## config.mk

```make
export PLATFORM = sky130hd
export DESIGN_NAME = demorgan_sweep_ctrl_flat
export DESIGN_NICKNAME = d
export VERILOG_FILES = /design/src/rtl/demorgan_sweep_ctrl_if.sv /design/src/rtl/demorgan_sweep_ctrl.sv /design/src/flat_wrapper.sv
export SDC_FILE = /design/constraint.sdc
export NUM_CORES = 1
export LEC_CHECK = 0
export CORE_UTILIZATION = 53
export DETAILED_ROUTE_END_ITERATION = 12
export GPL_ROUTABILITY_DRIVEN = 0
export PLACE_DENSITY = 0.92
export SETUP_SLACK_MARGIN = 0.1
export SLEW_MARGIN = 10
export SYNTH_ARGS = -nofsm -noshare
export SYNTH_HDL_FRONTEND = slang
export SYNTH_SLANG_ARGS = --single-unit
```

## constraint.sdc

```tcl
create_clock -name clk -period 3.8 [get_ports clk]
set_input_delay 0.76 -clock clk [delete_from_list [all_inputs] [get_ports clk]]
set_output_delay 0.76 -clock clk [all_outputs]
set_load 0.1 [all_outputs]
```

## src/rtl/demorgan_sweep_ctrl_if.sv

```systemverilog
// Handshake/result bundle between the sweep sequencer and its board-level
// controls plus the NOR vs. inverted-AND datapath under test.
interface demorgan_sweep_ctrl_if #(
  parameter int N_IN = 3
);
  logic            start;
  logic            abort;
  logic            f1_in;
  logic            f2_in;
  logic [N_IN-1:0] vec_out;
  logic            busy;
  logic            done;
  logic            pass;
  logic [N_IN:0]   err_count;
  logic [N_IN-1:0] first_fail;
  logic            fail_valid;

  modport master (
    input  start, abort, f1_in, f2_in,
    output vec_out, busy, done, pass, err_count, first_fail, fail_valid
  );

  modport slave (
    output start, abort, f1_in, f2_in,
    input  vec_out, busy, done, pass, err_count, first_fail, fail_valid
  );
endinterface

```

## src/rtl/demorgan_sweep_ctrl.sv

```systemverilog
// Self-test sequencer: walks every input vector through the gate-equivalence
// datapath, waits SETTLE cycles per vector, and tallies F1/F2 disagreements.
module demorgan_sweep_ctrl #(
  parameter int N_IN   = 3,
  parameter int SETTLE = 1
) (
  input  logic                   clk,
  input  logic                   rst,
  demorgan_sweep_ctrl_if.master  bus
);

  localparam int CW = (SETTLE < 1) ? 1 : $clog2(SETTLE + 1);

  localparam logic [CW-1:0]   CNT_LOAD = CW'(SETTLE);
  localparam logic [CW-1:0]   CNT_ONE  = CW'(1);
  localparam logic [CW-1:0]   CNT_ZERO = CW'(0);
  localparam logic [N_IN-1:0] VEC_ZERO = {N_IN{1'b0}};
  localparam logic [N_IN-1:0] VEC_ONES = {N_IN{1'b1}};
  localparam logic [N_IN-1:0] VEC_ONE  = N_IN'(1);
  localparam logic [N_IN:0]   ERR_ZERO = {(N_IN+1){1'b0}};
  localparam logic [N_IN:0]   ERR_ONE  = (N_IN+1)'(1);
  localparam logic [N_IN:0]   ERR_MAX  = {1'b1, {N_IN{1'b0}}};

  typedef enum logic [1:0] {
    S_IDLE  = 2'd0,
    S_WAIT  = 2'd1,
    S_CHECK = 2'd2
  } state_t;

  state_t          state_q, state_d;
  logic [CW-1:0]   cnt_q, cnt_d;
  logic [N_IN-1:0] vec_q, vec_d;
  logic            busy_q, busy_d;
  logic            done_q, done_d;
  logic            pass_q, pass_d;
  logic [N_IN:0]   err_q, err_d;
  logic [N_IN-1:0] ff_q, ff_d;
  logic            fv_q, fv_d;
  logic            mismatch_s;

  assign mismatch_s = bus.f1_in ^ bus.f2_in;

  always_comb begin
    state_d = state_q;
    cnt_d   = cnt_q;
    vec_d   = vec_q;
    busy_d  = busy_q;
    done_d  = done_q;
    pass_d  = pass_q;
    err_d   = err_q;
    ff_d    = ff_q;
    fv_d    = fv_q;

    case (state_q)
      S_IDLE: begin
        // abort alongside start leaves the previous results untouched
        if (bus.start && !bus.abort) begin
          vec_d   = VEC_ZERO;
          cnt_d   = CNT_LOAD;
          err_d   = ERR_ZERO;
          fv_d    = 1'b0;
          ff_d    = VEC_ZERO;
          done_d  = 1'b0;
          pass_d  = 1'b0;
          busy_d  = 1'b1;
          state_d = S_WAIT;
        end else begin
          state_d = S_IDLE;
        end
      end

      S_WAIT: begin
        if (bus.abort) begin
          state_d = S_IDLE;
          busy_d  = 1'b0;
          done_d  = 1'b0;
          pass_d  = 1'b0;
          vec_d   = VEC_ZERO;
          cnt_d   = CNT_ZERO;
        end else if (cnt_q == CNT_ZERO) begin
          state_d = S_CHECK;
        end else begin
          cnt_d = cnt_q - CNT_ONE;
        end
      end

      S_CHECK: begin
        // an aborted CHECK must not touch the partial tallies
        if (bus.abort) begin
          state_d = S_IDLE;
          busy_d  = 1'b0;
          done_d  = 1'b0;
          pass_d  = 1'b0;
          vec_d   = VEC_ZERO;
          cnt_d   = CNT_ZERO;
        end else begin
          if (mismatch_s) begin
            if (err_q != ERR_MAX) begin
              err_d = err_q + ERR_ONE;
            end else begin
              err_d = err_q;
            end
            if (!fv_q) begin
              ff_d = vec_q;
              fv_d = 1'b1;
            end else begin
              ff_d = ff_q;
            end
          end else begin
            err_d = err_q;
          end

          if (vec_q == VEC_ONES) begin
            state_d = S_IDLE;
            busy_d  = 1'b0;
            done_d  = 1'b1;
            pass_d  = (err_d == ERR_ZERO);
          end else begin
            vec_d   = vec_q + VEC_ONE;
            cnt_d   = CNT_LOAD;
            state_d = S_WAIT;
          end
        end
      end

      default: begin
        state_d = S_IDLE;
        busy_d  = 1'b0;
        cnt_d   = CNT_ZERO;
      end
    endcase
  end

  always_ff @(posedge clk or posedge rst) begin
    if (rst) begin
      state_q <= S_IDLE;
      cnt_q   <= CNT_ZERO;
      vec_q   <= VEC_ZERO;
      busy_q  <= 1'b0;
      done_q  <= 1'b0;
      pass_q  <= 1'b0;
      err_q   <= ERR_ZERO;
      ff_q    <= VEC_ZERO;
      fv_q    <= 1'b0;
    end else begin
      state_q <= state_d;
      cnt_q   <= cnt_d;
      vec_q   <= vec_d;
      busy_q  <= busy_d;
      done_q  <= done_d;
      pass_q  <= pass_d;
      err_q   <= err_d;
      ff_q    <= ff_d;
      fv_q    <= fv_d;
    end
  end

  assign bus.vec_out    = vec_q;
  assign bus.busy       = busy_q;
  assign bus.done       = done_q;
  assign bus.pass       = pass_q;
  assign bus.err_count  = err_q;
  assign bus.first_fail = ff_q;
  assign bus.fail_valid = fv_q;

endmodule

```

## src/flat_wrapper.sv

```systemverilog
// flat-port wrapper written by rule: the top's interface ports become plain ports
module demorgan_sweep_ctrl_flat 
#(
  parameter int N_IN   = 3,
  parameter int SETTLE = 1
)
  (clk, rst, bus_start, bus_abort, bus_f1_in, bus_f2_in, bus_vec_out, bus_busy, bus_done, bus_pass, bus_err_count, bus_first_fail, bus_fail_valid);
  demorgan_sweep_ctrl_if #(.N_IN(N_IN)) bus_i ();
  input  logic clk;
  input  logic rst;
  input wire logic [$bits(bus_i.start)-1:0] bus_start;
  input wire logic [$bits(bus_i.abort)-1:0] bus_abort;
  input wire logic [$bits(bus_i.f1_in)-1:0] bus_f1_in;
  input wire logic [$bits(bus_i.f2_in)-1:0] bus_f2_in;
  output wire logic [$bits(bus_i.vec_out)-1:0] bus_vec_out;
  output wire logic [$bits(bus_i.busy)-1:0] bus_busy;
  output wire logic [$bits(bus_i.done)-1:0] bus_done;
  output wire logic [$bits(bus_i.pass)-1:0] bus_pass;
  output wire logic [$bits(bus_i.err_count)-1:0] bus_err_count;
  output wire logic [$bits(bus_i.first_fail)-1:0] bus_first_fail;
  output wire logic [$bits(bus_i.fail_valid)-1:0] bus_fail_valid;
  assign bus_i.start = bus_start;
  assign bus_i.abort = bus_abort;
  assign bus_i.f1_in = bus_f1_in;
  assign bus_i.f2_in = bus_f2_in;
  assign bus_vec_out = bus_i.vec_out;
  assign bus_busy = bus_i.busy;
  assign bus_done = bus_i.done;
  assign bus_pass = bus_i.pass;
  assign bus_err_count = bus_i.err_count;
  assign bus_first_fail = bus_i.first_fail;
  assign bus_fail_valid = bus_i.fail_valid;
  demorgan_sweep_ctrl #(.N_IN(N_IN), .SETTLE(SETTLE)) u_core (.clk(clk), .rst(rst), .bus(bus_i));
endmodule
```

==> results.md <==
- Status: finished clean
- Post-synth ARST share: 100%
- Number of buffers inserted by hold repair at cts: 0
- Synth cell types: 38
- Setup crit end: bus_err_count[2]
- Worst path max stage delay: ~1200 ps
- Global-route layer with the greatest usage: met2
- Sink Count: 17
- Final instance area: between 0.001 and 0.0015 mm²
- Global Route Usage Sum: 23.4%
- Number of global-route vias before repair: 731
- Worst skew pair latency: around 300 ps
- #FFs+latches synth: 17
- TritonRoute pass-1 iters: 4
- Chip height: around 45 µm
- Worst path depth: 1
- First-pass GRT wire length: 3.35 mm
- CTS Buf Count: 3
- Core Rows: 15
- GRT met1 Usage: between 30 and 40%
- Placed cell area: roughly 0.0012 mm²
- CP bufs+invs: 1
- Unrepaired setup endpoints after global routing: no
- Final HPWL DP: 1.55 mm
- Met2 Use GR: 38.0%
- Initial Util: 56.6%
- Peak supply drop: 0.000275 V
- Cells after synthesis: 101
- Max_slew headroom: between 30% and 40%
- Initial antenna violation count: 0
- Critical path launch point: u_core.bus.err_count[2]
- CP Class: flip-flop to output port
- Syn nets: 111
- Tot Pwr: approximately 430 µW
- Area growth, synth to finish: 21.0%
- GR Util met3: between 3 and 4%
- Avg Vias per Cell: around 5.6
- Pins Over Slew Limit: 0
- Crit end category: output port
- Root buf cell: clkbuf_4
- Worst clock skew: approximately 11 ps
- Max Clock Freq: 374 MHz
- WHS: 495 ps
- Most common cell after layout, fill and taps aside: clkdlybuf4s50_1
- Drt total wl: 2.04 mm
- Post-synthesis sequential area ratio: between 40% and 50%
- Grt total ovfl: 0
- Core area: 0.00175 mm²
- Main flop type after synthesis: dfrtp_1
- CTS tree: built
- Leakage power: 0.000501 µW
- Worst Max-Slew Pin Slew: slightly below 1000 ps
- Number of enable flip-flop cells after synthesis: 0
- Post-CTS Repair Setup Buffers: 0
- FF-to-FF End: u_core.bus.pass
- First DRT Iteration DRCs: 33
- Clock transition at path regs: roughly 100 ps
- Die width: about 45 µm
- DRC violations left: 0
- Critical Path RT: 3040 ps
- Fillcell total: 140
- RR Startpoint: u_core.state_q[1]
- DR vias: 807
- # IOs: 20
- Hold Vio Cnt, Final: 0
- Final worst path period need: 2680 ps
- Top delay family on crit path: buffers and inverters
- Average wire per standard cell: 14.2 µm
- Share of cells above drive strength 1: 7.56%
- Average cell area after synthesis: slightly below 10 µm²
- Layout Nets: between 100 and 150
- Die area: ~0.002 mm²
- Final setup vio count: 0
- Power Dens Cells: 358 mW/mm²
- Htree depth: 1
- Most frequent cells in the layout: 19 x clkdlybuf4s50_1, 17 x dfrtp_1, 9 x inv_1, 9 x nand2_1, 9 x o21ai_0
- Synth Cell Area: 987 µm²
- Max Cap Violations: 0
- Startpoint types: flip-flop
- FF-to-FF path depth: 3
- # diodes: 0
- CP Cell Sequence: clkdlybuf4s50_1
- Slowest-stage cell, CP: clkdlybuf4s50_1
- Hold Path Class: flip-flop to flip-flop
- CTS Buffer Depth: 2
- Largest net degree at the start of global routing: 18
- I/O Buffers: 19
- R2R setup slack: between 1500 and 2000 ps
- Worst endpoint data arrival time: 1920 ps
- Fin crit share: 70.4%
- Synth Warn #: 0
- Post-cts sizing count: 0
- Setup tns final: 0 ps
- DRT antenna net count: 0
- Worst-path maximum fanout: 6
[worst min path at each step]
stage | slack (ps) | endpoint | cells past startpoint | start
after global routing | 520 | u_core.bus.busy | 2 | u_core.bus.busy
after floorplan | 450 | u_core.state_q[1] | 1 | u_core.cnt_q
after CTS | 500 | u_core.state_q[1] | 1 | u_core.cnt_q
after global placement | 460 | u_core.state_q[1] | 1 | u_core.cnt_q
after detailed placement | 480 | u_core.bus.busy | 2 | u_core.bus.busy
final | 500 | u_core.bus.busy | 2 | u_core.bus.busy
[per-stage QoR]
stage | cells | utilization, % | worst slack [ps]
floorplan | 101 | - | 1690
global placement | 140 | 67.0 | 1100
detailed placement | 140 | 67.0 | 955
CTS | 144 | 68.5 | 1120
global route | 144 | 68.5 | 1040
finish | 144 | 68.5 | 1120
[registers in the layout, summed over array words and instances (netlist names)]
signal / flops
u_core.bus.err_count: 4
u_core.cnt_q: 1
u_core.bus.first_fail: 3
u_core.bus.pass: 1
u_core.state_q: 2
u_core.bus.vec_out: 3
u_core.bus.done: 1
u_core.bus.busy: 1
u_core.bus.fail_valid: 1
[synth_stat cells (2+ instances only)]
library cell	n	area, µm²
buf_2	2	10.0
buf_6	2	22.5
nand4_1	2	12.5
nand2_1	9	33.8
mux2i_1	3	30.0
nand2b_1	2	12.5
nor2_1	4	15.0
ha_1	4	50.1
xnor2_1	3	26.3
dfrtp_1	17	425
o21ai_0	9	45.0
inv_1	9	33.8
a21oi_1	6	30.0
nand3_1	5	25.0
[area by class of cell]
cell class / instances / area, µm² / share of cell area [%]
Timing Repair Buffer: 19 / 190 / 15.9
Clock buffer: 4 / 26.3 / 2.20
Inverter: 9 / 33.8 / 2.83
Multi-Input combinational cell: 70 / 488 / 40.8
Tap cell: 25 / 31.3 / 2.62
Sequential cell: 17 / 425 / 35.6
[report_power, final]
| group | internal [µW] | total, µW | leakage, µW | switching [µW] |
|---|---|---|---|---|
| Combinational | 37.5 | 123 | 0.000256 | 85.3 |
| Sequential | 192 | 207 | 0.000230 | 15.8 |
| Clock | 40.9 | 97.0 | 0.0000150 | 56.1 |
| Total | 270 | 427 | 0.000501 | 157 |
[layer usage]
metal | wire, µm | up-vias
li1 | - | 393
met1 | 873 | 384
met2 | 1070 | 28
met3 | 81 | 2
met4 | 20 | 0
met5 | 0 | -
[cells by family after synthesis]
family / synth area share [%]
compound gates: 18.1
xor+xnor: 3.55
fa+ha+maj: 5.07
buf+inv: 7.48
flops: 43.1
mux: 3.04
simple gates: 19.6
No activity file was read; power rests on OpenSTA's default activity.
==> variant, RTL diff (same settings) <==
Reset style: synchronous (`rst`), changed in one clocked block.
--- a/src/rtl/demorgan_sweep_ctrl.sv
+++ b/src/rtl/demorgan_sweep_ctrl.sv
@@ -132,5 +132,5 @@
   end
 
-  always_ff @(posedge clk or posedge rst) begin
+  always_ff @(posedge clk) begin
     if (rst) begin
       state_q <= S_IDLE;
Formal check against the unedited RTL: differs if rst is asserted again (counterexample within 4 cycles, from zero or initial values and one cycle with rst high); with rst held inactive, the same outputs for 10 cycles.
==> variant against the original RTL <==
Final area is 3.4% lower; cell count is 6.9% higher; area after synthesis is 4.1% lower; largest cell class unchanged; critical path depth stayed put; routed wire length is 6.9% lower; setup slack worse by 0.049 ns; sequential cell count stayed put; highest routed layer unchanged.
Power is not compared: it rests on default switching activity, and its combinational part moved more than twofold at a synthesized area within 25%.
==> variant: results (changes against the original RTL) <==
Clock network
  • Post-CTS Resized: 0 (unchanged)
  • Max H-tree Level: 1 (unchanged)
  • Setup Buffers After CTS: 0 (unchanged)
  • Clk root buf: clkbuf_4
  • CTS Buffer Depth: 2 (unchanged)
  • Clock transition at path regs: 0.09 ns
  • Worst skew pair latency: 0.28 ns (-0.02 ns)
  • CTS Buf Count: 3 (unchanged)

Logic synthesis
  • Yosys warns: 0 (unchanged)
  • XOR/XNOR share of the synthesized area: 0.925% (-2.6 points)
  • Yosys cell types: 36 (-5.3%)
  • Synth Area in Adders: 5.28% (+0.21 points)
  • Post-synth ARST share: 0% (-100 points)
  • Post-synthesis mux area share: 1.06% (-2.0 points)
  • Syn nets: 124 (+12%)
  • Post-synthesis compound-gate area fraction: 20.9% (+2.7 points)
  • Most used DFF post-synth: dfxtp_1
  • Post-synth top cells: dfxtp_1 (17), a21oi_1 (13), nor2_1 (12), nor3_1 (7), o21ai_0 (7)
  • Seq/Total Area, Yosys: 35.9% (-7.2 points)
  • Top cells by area, synth: dfxtp_1 (36%), a21oi_1 (6.9%), ha_1 (5.3%)
  • Syn avg cell area: 8.31 sq um (-15%)

Cells and area
  • Share of cells above drive strength 1: 6.92% (-0.64 points)
  • Antenna diode instance count: 0 (unchanged)
  • Layout fillers: 131 (-6.4%)
  • Layout Nets: 141 (+8.5%)
  • Max FFs per register: 4 (unchanged)

Worst setup path
  • Cell family with most CP delay: buffers and inverters
  • Critical Path Slowest Stage Cell: clkdlybuf4s50_1
  • CP max FO: 7 (+1)
  • Crit-path max cell delay: 1.20 ns (+0.03 ns)
  • Worst Path Arrival: 1.96 ns (+0.04 ns)

Route
  • Initial DRC count: 22 (-33%)
  • DR vias/cell: 5.74 (+2.4%)
  • First-pass DRT Iterations: 4 (unchanged)
  • Post-DR wirelength/cell: 12.3 microns (-13%)
  • Drt total wl: 1900 microns (-6.9%)

Placement
  • Post-DP HPWL: 1400 microns (-9.8%)
  • Post-place setup slack: 1.10 ns (+0.141 ns)
  • Port Buffers: 19 (unchanged)
  • Post-DP Area: 0.00113 sq mm (-3.4%)
  • Post-placement cell count: 150 (+7.1%)

Power and ir drop
  • VDD IR max: 0.260 mV
  • Leakage power: 0.433 nW
  • Internal: 0.240 mW

Timing
  • Clock Skew: 0.00182 ns (-0.00912 ns)
  • Rel. slew slack: 35.0% (+0.55 points)

Global route
  • GRT Total Usage: 22.4% (-0.99 points)
  • Antenna violations before repair: 0 (unchanged)
  • First-pass GRT wire length: 3260 microns (-2.7%)
  • Largest net degree at the start of global routing: 18 (unchanged)
  • Vias in the first global route: 773 (+5.7%)

Flow run
  • Maximum capacitance violations: 0 (unchanged)

Worst hold path
  • Min-Delay Path Class: reg2reg

Outcome
  • Status: finished, final reports clean
-- variant: cell types whose count changed in the layout (fill, tap and decap cells not counted), moves of 3 or more --
cell | before | now
nor3_1 | 1 | 7
dfrtp_1 | 17 | 0
xnor2_1 | 3 | 0
inv_1 | 9 | 4
nand2_1 | 9 | 5
a21oi_1 | 6 | 13
nand3_1 | 5 | 2
nor2_1 | 4 | 12
dfxtp_1 | 0 | 17
-- variant: power groups by stage --
stage / Clock (mW) / Sequential (mW) / Combinational (mW)
after CTS: 0.0968 / 0.185 / 0.0520
after floorplan: 0 / 0.201 / 0.0294
after detailed placement: 0 / 0.190 / 0.0519
after global placement: 0 / 0.189 / 0.0510
after global routing: 0.105 / 0.186 / 0.0566
final: 0.0918 / 0.185 / 0.0523
-- variant: final timing paths --
check	start	end	slack (ns)	cells after the start
max	u_core.bus.err_count[0]	bus_err_count[0]	1.08	1
min	u_core.bus.done	u_core.bus.done	0.46	1
max reg2reg	u_core.bus.vec_out[0]	u_core.bus.pass	2.10	5
min reg2reg	u_core.bus.done	u_core.bus.done	0.46	1
-- variant: routing by layer --
| metal | routed length, microns | track usage (%) | up-vias |
|---|---|---|---|
| met1 | 896 | 29.9 | 414 |
| li1 | - | - | 446 |
| met2 | 916 | 36.2 | 22 |
| met3 | 68 | 2.45 | 2 |
| met5 | 0 | 0 | - |
| met4 | 19 | 10.9 | 0 |
-- variant: worst register-to-register path, cell delays in order (launching register included) --
cell     delay, ns
dfxtp_1       0.41
ha_1          0.19
ha_1          0.24
nor4b_1       0.43
o311a_1       0.24
a32o_1        0.14
-- variant: final cells by class --
cell class,instances,area [sq um],share of cell area (%)
flip-flops and latches,17,340,29.5
inverters,4,15.0,1.30
well taps,24,30.0,2.60
clock buffers,4,26.3,2.28
multi-input cells,86,553,47.9
repair buffers,19,190,16.5
